`src/rtl/ddr_rw_sched.sv`:
```
// DDR4 read/write data-phase scheduler: queues CAS commands with per-command due
// times, fires a one-cycle type strobe on each data slot and tracks burst occupancy.
//
// state  | meaning
// IDLE   | queue empty, data bus free
// WAIT   | commands queued, bus free, head not yet due
// DATA   | burst in progress on the data bus
module ddr_rw_sched #(
    parameter int DEPTH = 8,
    parameter int TS_W  = 8,
    parameter int LAT_W = 6
) (
    input  logic                     CK_t,
    input  logic                     reset,
    input  logic                     cas_rdy,
    input  logic [2:0]               cas_req,
    input  logic [LAT_W-1:0]         CL,
    input  logic [LAT_W-1:0]         CWL,
    input  logic [LAT_W-1:0]         AL,
    input  logic [LAT_W-1:0]         RD_PRE,
    input  logic [LAT_W-1:0]         WR_PRE,
    input  logic [3:0]               BL,
    output logic                     rd_rdy,
    output logic                     wr_rdy,
    output logic                     rda_rdy,
    output logic                     wra_rdy,
    output logic                     data_idle,
    output logic                     rw_done,
    output logic [$clog2(DEPTH):0]   q_count,
    output logic                     q_full,
    output logic                     late_err,
    output logic                     ovf_err
);

    localparam int PTR_W = $clog2(DEPTH);
    localparam int CNT_W = PTR_W + 1;
    localparam int L_W   = LAT_W + 1;

    typedef enum logic [1:0] {S_IDLE, S_WAIT, S_DATA} state_t;

    state_t             state, state_n;
    logic [TS_W-1:0]    ts;

    logic [1:0]         req_type;
    logic [L_W-1:0]     lat_sum, lat_pre, lat;
    logic [TS_W-1:0]    due_in;
    logic [2:0]         beats_in;

    logic [1:0]         typ_mem   [DEPTH];
    logic [TS_W-1:0]    due_mem   [DEPTH];
    logic [2:0]         beats_mem [DEPTH];
    logic [PTR_W-1:0]   wr_ptr, rd_ptr;
    logic [CNT_W-1:0]   count, count_n;

    logic [2:0]         beat_cnt, beat_cnt_n;
    logic [3:0]         strobe_q, strobe_n;
    logic               late_n, done_n;
    logic               full, push, pop;
    logic [TS_W-1:0]    head_diff;
    logic               head_due, head_on_time, bus_free_next, fire;

    // Latency and burst decode for the incoming command
    always_comb begin
        req_type = (cas_req > 3'd3) ? 2'd1 : cas_req[1:0];
        if (req_type[0]) begin
            lat_sum = {1'b0, CWL} + {1'b0, AL};
            lat_pre = {1'b0, WR_PRE};
        end else begin
            lat_sum = {1'b0, CL} + {1'b0, AL};
            lat_pre = {1'b0, RD_PRE};
        end
        lat      = (lat_sum < lat_pre + L_W'(2)) ? L_W'(2) : lat_sum - lat_pre;
        due_in   = ts + TS_W'(lat);
        beats_in = (BL < 4'd4) ? 3'd2 : BL[3:1];
    end

    // Decisions look one cycle ahead so strobes come straight out of flops
    always_comb begin
        full          = (count == CNT_W'(DEPTH));
        push          = cas_rdy && !full;
        pop           = |strobe_q;
        head_diff     = ts + TS_W'(1) - due_mem[rd_ptr];
        head_due      = !head_diff[TS_W-1];
        head_on_time  = (head_diff == '0);
        bus_free_next = (state != S_DATA) || (beat_cnt == 3'd1);
        fire          = (count != '0) && !pop && head_due && bus_free_next;
        count_n       = count + CNT_W'(push) - CNT_W'(pop);
    end

    always_comb begin
        state_n    = state;
        beat_cnt_n = beat_cnt;
        strobe_n   = 4'b0000;
        late_n     = 1'b0;
        done_n     = 1'b0;
        if (fire) begin
            state_n    = S_DATA;
            beat_cnt_n = beats_mem[rd_ptr];
            strobe_n   = 4'b0001 << typ_mem[rd_ptr];
            late_n     = !head_on_time;
        end else if (state == S_DATA && beat_cnt > 3'd1) begin
            beat_cnt_n = beat_cnt - 3'd1;
            done_n     = (beat_cnt == 3'd2);
        end else begin
            beat_cnt_n = 3'd0;
            state_n    = (count_n != '0) ? S_WAIT : S_IDLE;
        end
    end

    always_ff @(posedge CK_t or posedge reset) begin
        if (reset) begin
            state    <= S_IDLE;
            ts       <= '0;
            count    <= '0;
            wr_ptr   <= '0;
            rd_ptr   <= '0;
            beat_cnt <= 3'd0;
            strobe_q <= 4'b0000;
            late_err <= 1'b0;
            rw_done  <= 1'b0;
            ovf_err  <= 1'b0;
        end else begin
            state    <= state_n;
            ts       <= ts + TS_W'(1);
            count    <= count_n;
            beat_cnt <= beat_cnt_n;
            strobe_q <= strobe_n;
            late_err <= late_n;
            rw_done  <= done_n;
            ovf_err  <= cas_rdy && full;
            if (push) wr_ptr <= wr_ptr + PTR_W'(1);
            if (pop)  rd_ptr <= rd_ptr + PTR_W'(1);
        end
    end

    // Payload storage needs no reset; occupancy is governed by count
    always_ff @(posedge CK_t) begin
        if (push) begin
            typ_mem[wr_ptr]   <= req_type;
            due_mem[wr_ptr]   <= due_in;
            beats_mem[wr_ptr] <= beats_in;
        end
    end

    assign {wra_rdy, rda_rdy, wr_rdy, rd_rdy} = strobe_q;
    assign data_idle = (state != S_DATA);
    assign q_count   = count;
    assign q_full    = full;

endmodule

```
`config.mk`:
```
export PLATFORM = sky130hd
export DESIGN_NAME = ddr_rw_sched
export DESIGN_NICKNAME = d
export VERILOG_FILES = /design/src/rtl/ddr_rw_sched.sv
export SDC_FILE = /design/constraint.sdc
export NUM_CORES = 1
export LEC_CHECK = 0
export BUFFER_PORTS_ARGS = -buffer_cell sky130_fd_sc_hd__buf_2
export CORE_MARGIN = 10
export CORE_UTILIZATION = 35
export DETAILED_ROUTE_END_ITERATION = 10
export SLEW_MARGIN = 20
export SYNTH_ARGS = -nofsm -noshare
export SYNTH_HDL_FRONTEND = slang
export SYNTH_SLANG_ARGS = --single-unit
```
`constraint.sdc`:
```
create_clock -name CK_t -period 4.19 [get_ports CK_t]
set_input_delay 0.419 -clock CK_t [delete_from_list [all_inputs] [get_ports CK_t]]
set_output_delay 0.419 -clock CK_t [all_outputs]
set_load 0.1 [all_outputs]
```
==> results.yml, run 1 <==
placed_design:
  gp_congestion: 0.816
  preCtsSetupSlack_ns: -0.403
  dp_hpwl_mm: 9.99
  place_inst: 761
  io_buffers: 51
final_layout:
  final_nets: 637
  n_fill_cell: 1626
  stdcell_count: 793
  layout-drive-gt1-share: 0.354
  antenna-diode-count: 0
  areaGrowthSynthToFinish_pct: 23.8
clock_network:
  path_clk_slew_ns: 0.06
  clockBufferDepth: 2
  hold_buffers: 0
  cts_num_sinks: 134
  htree_levels: 4
  root_buffer: "clkbuf_16"
  cts_tree: "done"
  numCtsBuffers: 17
  clk_latency_ns: 0.41
routing:
  met3_length_um: 511
  wl_mm: 14.0
  wire_per_inst_um: 17.6
  top_layer: "met4"
  first_pass_iters: 4
  drc: 0
  drtIter0Drc: 232
  vias_per_cell: 4.96
  vias: 3936
  wl_met2_mm: 7.46
  detail-route-antenna-nets: 0
  wl_met1_mm: 5.79
logic_synthesis:
  ys_ff_latch: 134
  yosys.area_share.xor_xnor: 0.0467
  ys.flop_type: "edfxtp_1"
  synthTopCellsByArea: "edfxtp_1 (47%), dfrtp_1 (11%), mux4_2 (8.8%)"
  synth.most_common_cell: "edfxtp_1"
  synth_edf_count: 104
  ys_top_cells_by_count: "edfxtp_1 (104), ha_1 (44), dfrtp_1 (30)"
  synthMuxAreaShare: 0.131
  yosysTopAreaCellShare: 0.470
  synthesis.nets: 533
  syn-cell-area_um2: 6650
  synth_cells: 444
  async_flop_share: 0.224
  synthAdderAreaFrac: 0.0993
  synth_largest_area_cell: "edfxtp_1"
  synth_cell_types: 50
  synth-simple-area-share: 0.0617
  synth_compound_area_frac: 0.0568
  synth_top_family_by_area: "multiplexers"
  avgSynthCellArea_um2: 15.0
  ys_seq_area_frac: 0.582
  yosysWarnings: 0
worst_setup_path:
  r2r_cells: 10
  rr_endpoint: "beat_cnt[1]"
  crit_slowest_cell: "mux2_4"
  crit_path_end_kind: "flop"
  start_kind: "input port"
  cp_top_family: "compound AO/OA/AOI/OAI gates"
  ff2ff_setup_slack_ns: 0.79
  path_cells: "buf_2 -> nor2_4 -> mux2_4 -> ha_4 -> a21o_1 -> a21oi_2 -> buf_4 -> o21bai_1 -> a21oi_1 -> xnor2_1 -> ha_2 -> a31oi_4 -> or2_1 -> ha_1 -> a21o_1 -> a21oi_2 -> o21ai_2 -> o41ai_4 -> xnor2_2 -> buf_4"
  crit_required_ns: 4.35
  cp.depth: 20
  worstSetupPathType: "in2reg"
  critPathMaxStageDelay_ns: 0.35
  path_max_fanout: 8
  r2r_start: "rd_ptr[0]"
  critPathBufInv: 3
  worstPathArrival_ns: 4.17
sta:
  slew_headroom: 0.382
  finalSetupViolCount: 0
  layout_setup_ws_ns: 0.176
  max_freq_mhz: 249
  tightest_slew_ns: 0.926
  finalClockSkew_ns: 0.00765
  fin_setup_tns_ns: 0
  report.final.hold_viol_count: 0
  min_period_over_period: 0.958
  rsz0062_at_grt: "true"
  finalWorstPathRequiredPeriod_ns: 4.01
  final_max_slew_viol_count: 0
global_route:
  grt_pass1_wl_mm: 22.2
  grt_pass1_vias: 4205
  grt_use_total: 0.118
  grt-ovfl-total: 0
  grt_max_degree: 31
  antenna_found_initial: 0
hold_path:
  hp-class: "in2async"
run:
  max-cap-violations: 0
status:
  outcome: "completed"
die:
  die_w_um: 158
  initial_core_util: 0.356
  die-area_um2: 24900
  die-height_um: 158
  coreArea_um2: 18700
  ios: 53
  std_cell_rows: 50
power_and_ir_drop:
  pwr_density_cell_nw_per_um2: 729
  power.total_w: 0.00601
  peakVddDrop_mv: 0.279
  p_leak_nw: 3.31
==> metal layers <==
layer / vias up / GRT usage
met2: 69 / 0.207
met4: 0 / 0.0459
met3: 13 / 0.0244
met5: - / 0
met1: 1956 / 0.139
li1: 1898 / -
==> flip-flops by register name (all words and copies together) (netlist names) <==
register   cells
beat_cnt       3
typ_mem       16
rw_done        1
state          2
due_mem       64
late_err       1
wr_ptr         3
rd_ptr         3
q_count        4
ts             8
ovf_err        1
strobe_q       4
beats_mem     24
==> worst max path at each step <==
stage          startpoint       endpoint  slack, ns
2_1_floorplan  cas_req[0]  due_mem[0][7]      -0.05
3_3_place_gp   cas_req[0]  due_mem[4][7]      -0.31
3_5_place_dp   cas_req[0]  due_mem[5][7]      -0.40
4_1_cts        cas_req[0]  due_mem[1][7]       0.02
5_1_grt        cas_req[2]  due_mem[1][7]      -0.02
6_report       cas_req[2]  due_mem[1][7]       0.18
==> worst reg2reg max path: stages (launching register included) <==
cell	delay [ns]
dfrtp_1	0.58
buf_4	0.41
mux4_2	0.55
mux2i_1	0.32
ha_1	0.36
nand2_1	0.09
o21ai_0	0.07
o22ai_1	0.27
xnor3_2	0.34
nand2_4	0.15
o22ai_1	0.10
==> timing repair <==
item	in CTS	in global routing
setup endpoints to repair	0	32
buffers inserted	0	2
endpoints found under the hold margin	0	0
resized for setup	0	10
==> cells by family (layout without fill, tap and decap cells) <==
kind of cell	count (synthesis)	in the layout
adder cells (fa/ha/maj)	50	50
buffers and inverters	37	152
flip-flops	134	134
multiplexers	53	53
AO/OA/AOI/OAI	57	57
AND/OR/NAND/NOR	81	81
XOR/XNOR	32	32
==> final cells by class <==
type / count / area (µm²) / area share
sequential: 134 / 3870 / 0.470
inverter: 26 / 97.6 / 0.0118
multi-input combinational: 273 / 2840 / 0.345
tap: 234 / 293 / 0.0355
clock inverter: 13 / 109 / 0.0132
timing repair buffer: 96 / 597 / 0.0725
clock buffer: 17 / 425 / 0.0516
==> where the power goes <==
part           switching (W)  leakage, nW  internal (W)
Combinational        0.00154         1.74       0.00112
Sequential          0.000146         1.32       0.00186
Clock               0.000533        0.256      0.000804
Total                0.00222         3.31       0.00378
==> through the flow <==
stage / area, µm² / util / hold WS, ns
2_1_floorplan: 6800 / - / 0.472
3_3_place_gp: 7630 / 0.408 / 0.482
3_5_place_dp: 7630 / 0.408 / 0.495
4_1_cts: 8170 / 0.437 / 0.280
5_1_grt: 8240 / 0.440 / 0.139
6_report: 8240 / 0.440 / 0.0913
==> cell usage in the layout (no fill, tap or decap), types with 3 or more instances in the layout <==
master	n
edfxtp_1	104
buf_2	51
buf_4	44
ha_1	37
dfrtp_1	30
mux4_2	26
inv_1	22
nor2_1	21
clkbuf_16	17
nand2_1	16
mux2i_1	14
xnor2_1	14
xor2_1	12
a21oi_1	12
mux2_2	9
nand3_1	8
a21o_1	8
o21ai_0	6
nor2b_1	6
nand2b_1	6
ha_4	5
inv_2	4
nor3_1	4
o21bai_1	4
a21oi_2	4
xnor2_2	4
o22ai_1	4
clkinv_1	4
and3_1	3
o21a_1	3
nor3b_1	3
fa_1	3
inv_6	3
(Power assumes the default switching activity.)
==> run 2, diff against run 1 <==
--- a/config.mk
+++ b/config.mk
@@ -9,6 +9,7 @@
 export CORE_MARGIN = 10
 export CORE_UTILIZATION = 35
 export DETAILED_ROUTE_END_ITERATION = 10
+export PLACE_DENSITY = 0.56
 export SLEW_MARGIN = 20
 export SYNTH_ARGS = -nofsm -noshare
 export SYNTH_HDL_FRONTEND = slang
==> run 2 against run 1 <==
Critical path depth is the same. Flip-flop and latch count unchanged. Design area is 1.3% higher. Sequential power is essentially flat. Setup slack improved by 0.013 ns. Hold slack better by 0.00071 ns. Die area unchanged. Clock-buffer cell count up 1. Critical path type unchanged.
==> results.yml, run 2 (same netlist as run 1, synthesis figures left out) <==
final_layout:
  antenna-diode-count: 0
  final_nets: 640
  largest_register_ffs: 64
  layout_commonest_cell: "edfxtp_1"
  areaGrowthSynthToFinish_pct: 25.4
  final_cell_mix: "edfxtp_1 (104), buf_2 (49), buf_4 (48)"
  biggestRegsByFlops: "due_mem: 64 flops, beats_mem: 24 flops, typ_mem: 16 flops"
  n_fill_cell: 1627
  finish.utilization: 0.446
  regMostFlops: "due_mem"
  layout-drive-gt1-share: 0.366
power_and_ir_drop:
  pwr_density_cell_nw_per_um2: 745
  peakVddDrop_mv: 0.276
  p_leak_nw: 3.37
  power.total_w: 0.00622
global_route:
  grt_pass1_wl_mm: 22.9
  grt_use_total: 0.121
  grt-ovfl-total: 0
  grt_max_degree: 31
  grt_pass1_vias: 4233
  antenna_found_initial: 0
sta:
  whs_ns: 0.0920
  slew_headroom: 0.359
  layout_setup_ws_ns: 0.189
  finalSetupViolCount: 0
  tightest_slew_ns: 0.960
  max_freq_mhz: 250
  final_max_slew_viol_count: 0
  finalWorstPathRequiredPeriod_ns: 4.00
  report.final.hold_viol_count: 0
  fin_setup_tns_ns: 0
  min_period_over_period: 0.955
  finalClockSkew_ns: 0.0114
worst_setup_path:
  crit_required_ns: 4.35
  rr_endpoint: "beat_cnt[2]"
  worstSetupPathType: "in2reg"
  path_max_fanout: 8
  r2r_cells: 9
  worstPathArrival_ns: 4.16
  crit_path_end_kind: "flop"
  ff2ff_setup_slack_ns: 0.96
  r2r_start: "rd_ptr[0]"
  start_kind: "input port"
routing:
  vias_per_cell: 4.99
  wire_per_inst_um: 17.9
  vias: 3978
  detail-route-antenna-nets: 0
  drc: 0
  wl_mm: 14.2
  drtIter0Drc: 238
  first_pass_iters: 4
die:
  coreArea_um2: 18700
  ios: 53
  die-height_um: 158
  std_cell_rows: 50
  die-area_um2: 24900
  initial_core_util: 0.356
  die_w_um: 158
clock_network:
  numCtsBuffers: 17
  clk_latency_ns: 0.42
  root_buffer: "clkbuf_16"
  clockBufferDepth: 2
  cts_num_sinks: 134
  path_clk_slew_ns: 0.06
  cts_tree: "done"
  htree_levels: 4
hold_path:
  hp-class: "in2async"
status:
  outcome: "completed"
run:
  max-cap-violations: 0
placed_design:
  dp_hpwl_mm: 10.3
  io_buffers: 51
  preCtsSetupSlack_ns: -0.463
  gp_congestion: 0.814
-- run 2: cell types whose count changed in the layout (fill, tap and decap cells not counted), sizes merged --
cell	delta
inv	-3
clkbuf	+1
buf	+3
clkinvlp	-1
bufinv	+2
clkinv	+2
-- run 2: how the worst max path moves through the flow --
stage | from | end | slack (ns) | cells past startpoint
final | cas_req[2] | due_mem[1][7] | 0.19 | 20
after global placement | cas_req[0] | due_mem[0][7] | -0.33 | 19
after global routing | cas_req[2] | due_mem[5][6] | -0.007 | 20
after CTS | cas_req[0] | due_mem[3][7] | 0.07 | 19
after detailed placement | cas_req[0] | due_mem[0][7] | -0.46 | 19
after floorplan | cas_req[0] | due_mem[0][7] | -0.05 | 20
-- run 2: report_power, final --
part           switching, W  leakage (nW)  internal (W)
combinational       0.00157          1.77       0.00116
clock              0.000541         0.285      0.000929
sequential         0.000164          1.32       0.00186
-- run 2: repair_timing --
| action | 4_1_cts | 5_1_grt |
|---|---|---|
| hold buffers | 0 | 0 |
| buffers inserted | 0 | 5 |
| setup endpoints to repair | 8 | 24 |
| gates cloned | 0 | 0 |
| gates resized for setup | 2 | 10 |
| endpoints found under the hold margin | 0 | 0 |
| pin swaps | 0 | 10 |
-- run 2: final cells by class --
class | count | area, µm² | share of cell area
tap | 234 | 293 | 0.0351
timing repair buffer | 99 | 628 | 0.0753
multi-input combinational | 273 | 2860 | 0.343
sequential | 134 | 3870 | 0.464
inverter | 26 | 97.6 | 0.0117
clock inverter | 13 | 159 | 0.0190
clock buffer | 18 | 429 | 0.0514
-- run 2: worst max-delay path, stage by stage --
cell and delay, ns:
buf_6 0.10, nor2_4 0.21, mux2_4 0.35, ha_4 0.21, a21o_1 0.16, a21oi_2 0.21, xnor2_2 0.15, ha_1 0.27
a21oi_1 0.13, nand2_1 0.07, maj3_2 0.33, a31oi_4 0.17, or2_1 0.16, ha_1 0.23, a21o_1 0.19, a21oi_2 0.17
o21ai_2 0.09, o41ai_4 0.28, xnor2_2 0.09, buf_4 0.16
-- run 2: stage by stage --
step,cell area [µm²],instances
floorplan,6800,444
global placement,7650,761
detailed placement,7650,761
CTS,8260,792
global route,8340,797
finish,8340,797
-- run 2: per-layer routing --
layer,up-vias,part of all wire,track usage
li1,1892,-,-
met1,2005,0.44,0.152
met2,68,0.50,0.201
met3,13,0.041,0.0263
met4,0,0.016,0.0401
met5,-,0,0
==> run 3, diff against run 2 <==
--- a/config.mk
+++ b/config.mk
@@ -6,6 +6,7 @@
 export NUM_CORES = 1
 export LEC_CHECK = 0
 export BUFFER_PORTS_ARGS = -buffer_cell sky130_fd_sc_hd__buf_2
+export CAP_MARGIN = 40
 export CORE_MARGIN = 10
 export CORE_UTILIZATION = 35
 export DETAILED_ROUTE_END_ITERATION = 10
==> constraint.sdc (replaced) <==
create_clock -name CK_t -period 4.19 [get_ports CK_t]
set_input_delay 0.838 -clock CK_t [delete_from_list [all_inputs] [get_ports CK_t]]
set_output_delay 0.838 -clock CK_t [all_outputs]
set_load 0.1 [all_outputs]
==> run 3 against run 2 <==
Critical path depth rose by 1. Maximum frequency fell by 9.9%. Clock skew down 0.0042 ns. The run now ends with setup timing left. Power rose by 0.28%. Clock power down 3%. Combinational power increased by 2%.
==> results.yml, run 3 (same netlist as run 1, synthesis figures left out) <==
status:
  outcome: "finished with violations"
  violations: "setup timing"
worst_setup_path:
  start_kind: "input port"
  path_max_fanout: 8
  worstSetupPathType: "in2reg"
  crit_path_end_kind: "flop"
  worstPathArrival_ns: 4.57
  crit_required_ns: 4.32
sta:
  layout_setup_ws_ns: -0.249
  slew_headroom: 0.543
  whs_ns: 0.504
  final_max_slew_viol_count: 0
  tightest_slew_ns: 0.686
  max_freq_mhz: 225
  report.final.hold_viol_count: 0
  finalSetupViolCount: 32
  finalWorstPathRequiredPeriod_ns: 4.44
  finalClockSkew_ns: 0.00714
  rsz0062_at_grt: "true"
  min_period_over_period: 1.06
global_route:
  grt_pass1_wl_mm: 22.5
  antenna_found_initial: 0
  grt_max_degree: 31
  grt_pass1_vias: 4340
  grt-ovfl-total: 0
  grt_use_total: 0.120
final_layout:
  antenna-diode-count: 0
  final_nets: 654
  n_fill_cell: 1604
  regMostFlops: "due_mem"
  layout_commonest_cell: "edfxtp_1"
  final_cell_mix: "edfxtp_1 (104), buf_4 (54), buf_2 (49)"
  layout-drive-gt1-share: 0.401
  areaGrowthSynthToFinish_pct: 28.8
  final_cell_area_um2: 8570
  largest_register_ffs: 64
  biggestRegsByFlops: "due_mem: 64 flops, beats_mem: 24 flops, typ_mem: 16 flops"
routing:
  wl_mm: 14.1
  drtIter0Drc: 204
  vias_per_cell: 4.92
  drc: 0
  first_pass_iters: 4
  detail-route-antenna-nets: 0
  wire_per_inst_um: 17.4
  vias: 3998
run:
  max-cap-violations: 0
clock_network:
  clockBufferDepth: 2
  htree_levels: 4
  path_clk_slew_ns: 0.06
  root_buffer: "clkbuf_16"
  cts_tree: "done"
  hold_buffers: 0
  numCtsBuffers: 17
  clk_latency_ns: 0.42
  cts_num_sinks: 134
die:
  die-area_um2: 24900
  std_cell_rows: 50
  ios: 53
  die-height_um: 158
  die_w_um: 158
  coreArea_um2: 18700
  initial_core_util: 0.356
placed_design:
  placed_area_um2: 7770
  gp_congestion: 0.790
  io_buffers: 51
  dp_hpwl_mm: 10.6
power_and_ir_drop:
  peakVddDrop_mv: 0.325
  pwr_density_cell_nw_per_um2: 728
  p_leak_nw: 3.46
hold_path:
  hp-class: "reg2reg"
[run 3: changes by cell type in the layout (fill, tap and decap cells not counted), sizes merged]
cell,change
buf,+14
clkinv,-3
clkbuf,+2
clkinvlp,+2
bufinv,-1
inv,+1
[run 3: worst max-delay path, stage by stage]
cell	delay, ns
buf_8	0.10
nor2_4	0.24
buf_4	0.16
buf_4	0.09
mux2_2	0.34
ha_4	0.18
nor2_1	0.17
a21oi_4	0.08
a21o_1	0.18
a21o_1	0.20
ha_4	0.29
a21o_1	0.14
a31oi_4	0.05
or2_4	0.27
buf_4	0.14
fa_2	0.35
a21o_1	0.18
a21oi_2	0.14
o21bai_1	0.09
a21oi_2	0.18
xnor2_2	0.15
[run 3: final timing paths]
kind,startpoint,endpoint,slack [ns],cells after the start
max,cas_req[0],due_mem[7][6],-0.25,21
min,beat_cnt[2],rw_done,0.50,1
max reg2reg,rd_ptr[0],beat_cnt[2],0.87,10
min reg2reg,beat_cnt[2],rw_done,0.50,1
max in group asynchronous,reset,q_count[2],3.25,2
min in group asynchronous,reset,wr_ptr[2],0.51,2
[run 3: cell type report]
class	instances	area (µm²)	share of cell area
timing repair buffer	113	774	0.0904
inverter	26	97.6	0.0114
clock buffer	20	447	0.0521
tap	234	293	0.0342
multi-input combinational	273	2950	0.345
sequential	134	3870	0.452
clock inverter	12	129	0.0150
[run 3: metal layers]
layer  global-route usage  vias to the layer above  share of wire  routed length (µm)
met2                0.214                       59           0.53                7530
met5                    0                        -              0                   0
met3               0.0258                       14          0.035                 491
li1                     -                     1922              -                   -
met1                0.136                     2003           0.41                5850
met4               0.0454                        0          0.016                 228
[run 3: through the flow]
stage | TNS, ns | power [W] | utilization | worst slack, ns | instances
2_1_floorplan | -12.25 | 0.00396 | - | -0.467 | 444
3_3_place_gp | -28.14 | 0.00468 | 0.411 | -0.755 | 767
3_5_place_dp | -34.33 | 0.00478 | 0.415 | -0.887 | 773
4_1_cts | -4.37 | 0.00630 | 0.454 | -0.243 | 808
5_1_grt | -12.61 | 0.00663 | 0.458 | -0.423 | 812
6_report | -4.57 | 0.00623 | 0.458 | -0.249 | 812
[run 3: power breakdown]
| group | leakage, nW | internal (W) | switching (W) |
|---|---|---|---|
| clock network | 0.276 | 0.000888 | 0.000535 |
| logic | 1.87 | 0.00122 | 0.00157 |
| registers | 1.32 | 0.00185 | 0.000169 |
[run 3: timing repair]
item                                    4_1_cts  5_1_grt
cloned                                        0        0
buffers inserted                              5        4
pin swaps                                    22       11
endpoints found under the setup margin       48       48
gates resized for setup                      17        9
